--- config.mk ---
export PLATFORM = sky130hd
export DESIGN_NAME = l2_port_arbiter
export DESIGN_NICKNAME = d
export VERILOG_FILES = /design/src/rtl/l2_port_arbiter.sv
export SDC_FILE = /design/constraint.sdc
export NUM_CORES = 1
export LEC_CHECK = 0
export CAP_MARGIN = 20
export CORE_AREA = 2 2 538 540
export CTS_CLUSTER_DIAMETER = 150
export DETAILED_ROUTE_END_ITERATION = 6
export DIE_AREA = 0 0 540 542
export PLACE_DENSITY = 0.32
export SLEW_MARGIN = 30
export SYNTH_ARGS = -nofsm -noshare
export SYNTH_HDL_FRONTEND = slang
export SYNTH_SLANG_ARGS = --single-unit
--- constraint.sdc ---
create_clock -name clk -period 4.2 [get_ports clk]
set_input_delay 1.26 -clock clk [delete_from_list [all_inputs] [get_ports clk]]
set_output_delay 1.26 -clock clk [all_outputs]
set_load 0.02 [all_outputs]
--- src/rtl/l2_port_arbiter.sv ---
// Round-robin arbiter sharing the 256-bit L2 port between I$ and D$ misses.
// Requests are latched at grant; L2 is driven and answered from registers.
module l2_port_arbiter (
  input  logic         clk,
  input  logic         reset_n,
  input  logic [31:0]  ipmem_address,
  input  logic         ipmem_read,
  output logic [255:0] ipmem_rdata,
  output logic         ipmem_resp,
  input  logic [31:0]  dpmem_address,
  input  logic [255:0] dpmem_wdata,
  input  logic         dpmem_read,
  input  logic         dpmem_write,
  output logic [255:0] dpmem_rdata,
  output logic         dpmem_resp,
  output logic [31:0]  pmem_address,
  output logic [255:0] pmem_wdata,
  output logic         pmem_read,
  output logic         pmem_write,
  input  logic [255:0] pmem_rdata,
  input  logic         pmem_resp,
  output logic         proto_err
);

  typedef enum logic [2:0] {
    IDLE,
    GNT_I,
    GNT_D,
    RSP_I,
    RSP_D
  } state_e;

  state_e         state_q, state_d;
  logic [31:0]    addr_q, addr_d;
  logic [255:0]   wdata_q, wdata_d;
  logic [255:0]   rdata_q, rdata_d;
  logic           wr_q, wr_d;
  logic           last_gnt_q, last_gnt_d;
  logic           mask_i_q, mask_i_d;
  logic           mask_d_q, mask_d_d;
  logic           perr_q, perr_d;

  logic req_i, req_d, pick_i, pick_d;

  assign req_i  = ipmem_read & ~mask_i_q;
  assign req_d  = (dpmem_read | dpmem_write) & ~mask_d_q;
  // On contention the side not served last wins
  assign pick_d = req_d & (~req_i | ~last_gnt_q);
  assign pick_i = req_i & ~pick_d;

  always_comb begin
    state_d    = state_q;
    addr_d     = addr_q;
    wdata_d    = wdata_q;
    rdata_d    = rdata_q;
    wr_d       = wr_q;
    last_gnt_d = last_gnt_q;
    perr_d     = perr_q;
    mask_i_d   = 1'b0;
    mask_d_d   = 1'b0;
    unique case (state_q)
      IDLE: begin
        unique case (1'b1)
          pick_d: begin
            state_d    = GNT_D;
            addr_d     = dpmem_address;
            wdata_d    = dpmem_wdata;
            wr_d       = dpmem_write;
            last_gnt_d = 1'b1;
            perr_d     = perr_q | (dpmem_read & dpmem_write);
          end
          pick_i: begin
            state_d    = GNT_I;
            addr_d     = ipmem_address;
            wr_d       = 1'b0;
            last_gnt_d = 1'b0;
          end
          default: ;
        endcase
      end
      GNT_I: begin
        if (pmem_resp) begin
          rdata_d = pmem_rdata;
          state_d = RSP_I;
        end
      end
      GNT_D: begin
        if (pmem_resp) begin
          rdata_d = pmem_rdata;
          state_d = RSP_D;
        end
      end
      RSP_I: begin
        state_d  = IDLE;
        mask_i_d = 1'b1;
      end
      RSP_D: begin
        state_d  = IDLE;
        mask_d_d = 1'b1;
      end
      default: state_d = IDLE;
    endcase
  end

  always_ff @(posedge clk or negedge reset_n) begin
    if (!reset_n) begin
      state_q    <= IDLE;
      addr_q     <= '0;
      wdata_q    <= '0;
      rdata_q    <= '0;
      wr_q       <= 1'b0;
      last_gnt_q <= 1'b0;
      mask_i_q   <= 1'b0;
      mask_d_q   <= 1'b0;
      perr_q     <= 1'b0;
    end else begin
      state_q    <= state_d;
      addr_q     <= addr_d;
      wdata_q    <= wdata_d;
      rdata_q    <= rdata_d;
      wr_q       <= wr_d;
      last_gnt_q <= last_gnt_d;
      mask_i_q   <= mask_i_d;
      mask_d_q   <= mask_d_d;
      perr_q     <= perr_d;
    end
  end

  logic in_gnt;
  assign in_gnt = (state_q == GNT_I) | (state_q == GNT_D);

  assign pmem_address = addr_q;
  assign pmem_wdata   = wdata_q;
  assign pmem_read    = in_gnt & ~wr_q;
  assign pmem_write   = (state_q == GNT_D) & wr_q;
  assign ipmem_rdata  = rdata_q;
  assign dpmem_rdata  = rdata_q;
  assign ipmem_resp   = (state_q == RSP_I);
  assign dpmem_resp   = (state_q == RSP_D);
  assign proto_err    = perr_q;

endmodule
== Yosys cells after proc, flatten, opt, wreduce, memory -nomap -nowiden ==
Index checks and enable logic that the tools add are counted.
W data, S select, Z words.

* Register bits: 552
* Input bits: 582
* Output and inout port bits: 805
* Logic and storage cells: 49

* Eq/ne operators: 7
* Mux-type cells: 9
* Bitwise logic cells: 17
* Reduce and logical (&&, ||, !) cells: 7

{| class="wikitable"
|+ Operators by type and width
! kind !! number
|-
| $pmux W32 S2 || 1
|-
| $pmux W3 S3 || 1
|-
| $and A1 B1 Y1 || 7
|-
| $eq A3 B2 Y1 const B || 2
|-
| $mux W3 || 2
|-
| $not A1 Y1 || 6
|-
| $pmux W3 S2 || 1
|-
| $reduce_and A2 Y1 || 3
|-
| $ne A2 B2 Y1 const B || 2
|-
| $or A1 B1 Y1 || 4
|-
| $pmux W1 S2 || 2
|-
| $eq A3 B1 Y1 const B || 1
|-
| $eq A3 B3 Y1 const B || 1
|-
| $logic_not A3 Y1 || 1
|-
| $ne A3 B3 Y1 const B || 1
|-
| $reduce_and A3 Y1 || 1
|-
| $mux W1 || 2
|-
| $reduce_bool A2 Y1 || 1
|-
| $reduce_or A2 Y1 || 1
|}

== Logic depth before layout (Yosys ltp) ==
Gate-level depths: netlist of run 1.

* Word-level depth: 9
* Mapped depth: 7
* Gate-level depth less buffers: 4

== Least setup slack after synthesis of run 1 ==
OpenSTA, ideal clock, no wires.

* Kind: input -> register
* Start point: input ipmem_read
* End point: register wdata_q[100] (netlist: pmem_wdata[100])
* Library setup time: 0.125 ns
* Arrival: 2.389 ns
* Required time: 4.075 ns
* Path slack: 1.686 ns
* Cell stages on the path: 6
* Buffers on the path: 2
* Cell sequence: nor2b_1 a21boi_2 nand2_2 buf_6 buf_6 mux2_4

* Cells in the longest elaborated chain, start to end: 5

{| class="wikitable"
|+ RTL lines
! element !! line !! text
|-
| from (decl) || 7 || <nowiki>input logic ipmem_read,</nowiki>
|-
| $and A1 B1 Y1 || 45 || <nowiki>assign req_i = ipmem_read & ~mask_i_q;</nowiki>
|-
| $not A1 Y1 || 48 || <nowiki>assign pick_d = req_d & (~req_i | ~last_gnt_q);</nowiki>
|-
| $or A1 B1 Y1 || 48 ||
|-
| $and A1 B1 Y1 || 48 ||
|-
| $reduce_and A2 Y1 (no line) || -- ||
|-
| to (signal assigned) || 119 || <nowiki>wdata_q <= wdata_d;</nowiki>
|-
| to (decl) || 35 || <nowiki>logic [255:0] wdata_q, wdata_d;</nowiki>
|}

No other way between the ends.
A chain may end at the register's enable or synchronous reset.

== Final worst setup path of run 1 ==
* Start point: register state_q[2]
* End point: output dpmem_resp

* Cells in the longest elaborated chain, start to end: 1

{| class="wikitable"
|+ RTL lines
! element !! line !! text
|-
| from (decl) || 33 || <nowiki>state_e state_q, state_d;</nowiki>
|-
| from (signal assigned) || 117 || <nowiki>state_q <= state_d;</nowiki>
|-
| $eq A3 B3 Y1 || 139 || <nowiki>assign dpmem_resp = (state_q == RSP_D);</nowiki>
|-
| to (decl) || 15 || <nowiki>output logic dpmem_resp,</nowiki>
|}

No other way between the ends.

==> reports/results.ini, run 1 <==
[min_path]
hold_end = proto_err
hp-start = proto_err
hp-class = reg -> reg
hold_path_depth = 1

[critical_path]
r2r_setup_slack_ns = 1.90
end_kind = output port
worstSetupPathType = reg -> out
slowest_delay_ns = 0.68
start_kind = flop
crit_fanout = 9
crit_chain = nor3b_1 > clkdlybuf4s50_1
cpMaxStageDelayCell = clkdlybuf4s50_1
worstRegToRegCells = 5
worst_ep_arrival_time_ns = 2.32
worstPathRequired_ns = 2.94
r2r_start = state_q[0]
r2r-end = dpmem_rdata[36]

[final_layout]
num-fill-cells = 31900
drive_gt1_frac = 0.259
finalNonFillerCells = 6647
area_delta_synth_final_pct = 83.2
layout.nets = 3349

[power]
cellPowerDensity_mw_per_mm2 = 950
power.switching_mw = 17.4
p_leak_nw = 17.3
p_total_mw = 41.4
pwr-share-clk = 0.179
p_int_mw = 24.0
vdd_drop_max_uv = 392
p_seq_frac = 0.266
p_comb_frac = 0.556
p_sw_frac = 0.421

[timing]
fmax_mhz = 279
finalClockSkew_ns = 0.0456
max_slew_margin = 0.466
fin_tns_setup_ns = 0
period_needed_ns = 3.58
worst_pin_slew_ns = 0.801
timing.final.ws_setup_ns = 0.616
rsz0062_at_grt = false
final_hold_viol_count = 0
setup_viol_count_final = 0
slew_viol_final = 0
fin_crit_sh = 0.853
finalHoldWorstSlack_ns = 0.482

[logic_synthesis]
synth.largest_area_cell = dfrtp_1
async_flop_share = 1.00
avgSynthCellArea_um2 = 15.3
synth_area_mm2 = 0.0238
netlist_top_cells_count = dfrtp_1, buf_4, mux2_2, mux2_4, nand2_1
yosysWarnings = 0
seq_area_frac_synth = 0.581
synth.most_common_cell = dfrtp_1
synth_edf_count = 0
ys_top_cells_by_area = dfrtp_1, mux2_4, mux2_2
synthCells = 1549
yosysTopAreaCellShare = 0.581
ys_dominant_reg_cell = dfrtp_1
syn_nets = 2131
synth_cell_type_count = 30
ys_ff_latch = 552

[die]
dieArea_mm2 = 0.293
die_h_um = 542
std_cell_rows = 197
die_x_um = 540
initial_utilization = 0.0828
io_pins = 1387
core_mm2 = 0.287

[cts]
clock-sinks = 552
cts_tree = yes
cts_resized = 0
clk_pin_slew_ns = 0.05
clockBufferDepth = 4
h-tree-depth = 3
cts_root_buf = clkbuf_16
clk_latency_ns = 0.79
cts_hold_buffers = 0
cts_made_buffers = 84
cts_setup_buffers = 0

[placed_design]
io_buffers = 1386
dp.cells = 6462
dp_hpwl_um = 157000
dp_slack_ns = 0.542
gp_congestion = 0.797

[drt]
drtAntennaViolNets = 0
drt_wl_total_um = 181000
drc = 0
via_count = 17900
firstDrtPassIters = 6
wl_per_cell_um = 27.2
vias_per_cell = 2.69
drt-initial-drc-count = 628

[run_status]
status = complete, no violations

[grt]
track_usage = 0.120
grt_pass1_vias = 18900
grt_max_degree = 83
grt_pass1_wl_um = 225000
grt-ovfl-total = 0
antenna_found_initial = 139

[job]
timing.max_cap.violations = 0

[through the flow]
stage / area, um^2 / utilization
floorplan: 23800 / -
global placement: 40600 / 0.142
detailed placement: 40600 / 0.142
CTS: 43500 / 0.151
global route: 43500 / 0.151
finish: 43600 / 0.152
[critical path, delay by kind of cell (launching register included)]
kind / cells / cell delay (ns)
AND/OR/NAND/NOR: 1 / 0.33
buffers and inverters: 1 / 0.68
flip-flops: 1 / 0.56
[state kept, by name, summed over array words and instances, names as in the netlist]
name          cells
wr_q              1
proto_err         1
last_gnt_q        1
state_q           3
dpmem_rdata     256
mask_i_q          1
mask_d_q          1
pmem_address     32
pmem_wdata      256
[cells in the final DEF, fill, tap and decap left out, types with 2 or more instances in the layout]
master           netlist  routed
diode_2                0      39
dfrtp_1              552     552
a21oi_1                3       3
inv_1                  2       2
nor4bb_1               2       2
mux2_4               240     240
nand2_1               64      64
clkbuf_1               5      11
buf_4                281      64
inv_6                  0       2
nor2b_1                2       2
o21a_2                 0       2
clkinv_4               0       2
bufinv_16              0       6
a31oi_1               32      32
clkbuf_8               0      25
nor2_1                33      33
nor3_1                 3       3
clkinv_2               0      11
mux2_2               272     272
buf_12                 0      12
clkdlybuf4s50_1        0    1384
clkbuf_16              0      85
[how the worst max path moves through the flow]
stage,start,end,slack [ns],cells past startpoint
after floorplan,ipmem_read,pmem_wdata[100],1.69,6
after global placement,ipmem_read,pmem_wdata[54],0.57,7
after detailed placement,ipmem_read,pmem_wdata[3],0.54,7
after CTS,state_q[2],dpmem_resp,0.46,2
after global routing,state_q[2],dpmem_resp,0.38,2
final,state_q[2],dpmem_resp,0.62,2
[power groups by stage]
stage,sequential [mW],combinational [mW],clock (mW)
floorplan,13.1,9.52,0
global placement,11.2,23.4,0
detailed placement,11.1,23.4,0
CTS,11.1,23.5,7.81
global route,11.4,24.1,8.00
finish,11.0,23.0,7.39
[metal layers]
layer / up-vias / GRT usage / share of wire
met5: - / 0 / 0.0039
met4: 112 / 0.0382 / 0.035
met3: 344 / 0.0748 / 0.13
met2: 1081 / 0.198 / 0.47
met1: 8779 / 0.124 / 0.36
li1: 7575 / - / -
[logic make-up (layout without fill, tap and decap cells)]
family,count (synthesis),after routing,share of synthesized area
buffers and inverters,331,1609,0.106
AND/OR/NAND/NOR,109,109,0.0195
other,0,39,0
XOR/XNOR,1,1,0.000369
multiplexers,512,512,0.280
AO/OA/AOI/OAI,44,44,0.0123
flip-flops,552,552,0.581
[area by class of cell]
type                            instances  area [um^2]  share of cell area
Clock inverter                         25          335             0.00770
Timing Repair Buffer                 1461        14600               0.335
Multi-Input combinational cell        666         7460               0.171
Sequential cell                       552        13800               0.317
Antenna cell                           39         97.6             0.00224
Inverter                                2         7.51            0.000172
Tap cell                             3781         4730               0.109
Clock buffer                          121         2510              0.0577
(Power assumes the default switching activity.)
==> run 2, diff against run 1 <==
Settings changed: PLACE_DENSITY 0.32 to unset, PLACE_DENSITY_LB_ADDON set to 0.3.
==> reports/results.ini, run 2 (synthesis gave the netlist of run 1 again) <==
[die]
dieArea_mm2 = 0.293
die_h_um = 542
core_mm2 = 0.287
initial_utilization = 0.0828
io_pins = 1387
die_x_um = 540
std_cell_rows = 197

[timing]
fin_tns_setup_ns = 0
rsz0062_at_grt = false
setup_viol_count_final = 0
period_needed_ns = 3.87
slew_viol_final = 0
worst_pin_slew_ns = 0.867
fmax_mhz = 258
fin_crit_sh = 0.922
max_slew_margin = 0.422
finalClockSkew_ns = 0.0480
finalHoldWorstSlack_ns = 0.507
final_hold_viol_count = 0

[placed_design]
dp_hpwl_um = 161000
gp_congestion = 0.842
io_buffers = 1386

[critical_path]
startpoint = state_q[2]
crit_fanout = 9
worstPathRequired_ns = 2.94
worst_ep_arrival_time_ns = 2.61
r2r-end = pmem_wdata[243]
worstRegToRegCells = 5
r2r_start = state_q[0]
r2r_setup_slack_ns = 1.90
worstSetupPathType = reg -> out
crit_end = dpmem_resp
end_kind = output port
start_kind = flop

[drt]
drt_wl_total_um = 185000
vias_per_cell = 2.76
drt-initial-drc-count = 706
drc = 0
via_count = 18200
firstDrtPassIters = 5
drtAntennaViolNets = 0
wl_per_cell_um = 28.0

[cts]
cts_tree = yes
clk_latency_ns = 0.77
h-tree-depth = 3
cts_setup_buffers = 0
cts_made_buffers = 83
clockBufferDepth = 4
clk_pin_slew_ns = 0.05
cts_hold_buffers = 0
cts_root_buf = clkbuf_16
cts_resized = 0
clock-sinks = 552

[final_layout]
final_cell_mix = clkdlybuf4s50_1, dfrtp_1, mux2_2, mux2_4, clkbuf_16
layout.nets = 3333
drive_gt1_frac = 0.253
area_delta_synth_final_pct = 82.6
final_common_cell = clkdlybuf4s50_1

[power]
p_sw_frac = 0.419
cellPowerDensity_mw_per_mm2 = 945
p_seq_frac = 0.261
p_leak_nw = 17.1
pwr-share-clk = 0.176
vdd_drop_max_uv = 386
power.switching_mw = 17.2
p_int_mw = 23.8
p_total_mw = 41.0
p_comb_frac = 0.563

[min_path]
hp-class = reg -> reg

[grt]
antenna_found_initial = 171
grt_pass1_wl_um = 229000
grt_pass1_vias = 18800
grt-ovfl-total = 0
track_usage = 0.122
grt_max_degree = 71

[job]
timing.max_cap.violations = 0

[run_status]
status = complete, no violations

-- run 2: cell count changes in the layout (fill, tap and decap cells not counted), sizes merged --
cell           before   now
buf                77    63
bufinv              6     7
clkbuf            121   115
clkdlybuf4s50    1384  1383
clkinv             15    11
clkinvlp            1     4
diode              39    33
inv                 5     7
-- run 2: per-layer routing --
| layer | GRT usage | wire length (um) |
|---|---|---|
| met1 | 0.130 | 67900 |
| met2 | 0.194 | 82600 |
| met3 | 0.0816 | 26800 |
| met4 | 0.0404 | 7240 |
| met5 | 0 | 542 |
-- run 2: worst max-delay path, cell delays in order, from the launching register on --
cell and delay [ns]:
dfrtp_1 0.55, nor3b_1 0.55, clkdlybuf4s50_1 0.74
-- run 2: how the worst min path moves through the flow --
stage,start,to,slack (ns),cells after the start
3_3_place_gp,pmem_wdata[2],pmem_wdata[2],0.49,1
6_report,proto_err,proto_err,0.51,1
4_1_cts,pmem_wdata[8],pmem_wdata[8],0.51,1
5_1_grt,pmem_wdata[57],pmem_wdata[57],0.52,1
3_5_place_dp,pmem_wdata[106],pmem_wdata[106],0.49,1
2_1_floorplan,wr_q,wr_q,0.48,1
-- run 2: power groups by stage --
stage	clock network [mW]	logic, mW	registers [mW]
floorplan	0	9.52	13.1
CTS	7.57	23.5	10.8
global route	7.77	24.2	11.1
finish	7.22	23.1	10.7
global placement	0	23.4	10.8
detailed placement	0	23.4	10.8
-- run 2: layout make-up --
cell class / instances / area [um^2]
antenna: 33 / 82.6
clock buffer: 115 / 2380
clock inverter: 27 / 385
fill: 31800 / 244000
inverter: 2 / 7.51
multi-input combinational: 666 / 7460
sequential: 552 / 13800
tap: 3781 / 4730
timing repair buffer: 1446 / 14500
-- run 2: through the flow --
stage	setup WS, ns	cell area (um^2)	util	cells
after floorplan	1.69	23800	-	1549
after global placement	0.597	40600	0.141	6447
after detailed placement	0.585	40600	0.141	6447
after CTS	0.0985	43300	0.151	6589
after global routing	0.116	43300	0.151	6601
final	0.326	43400	0.151	6622
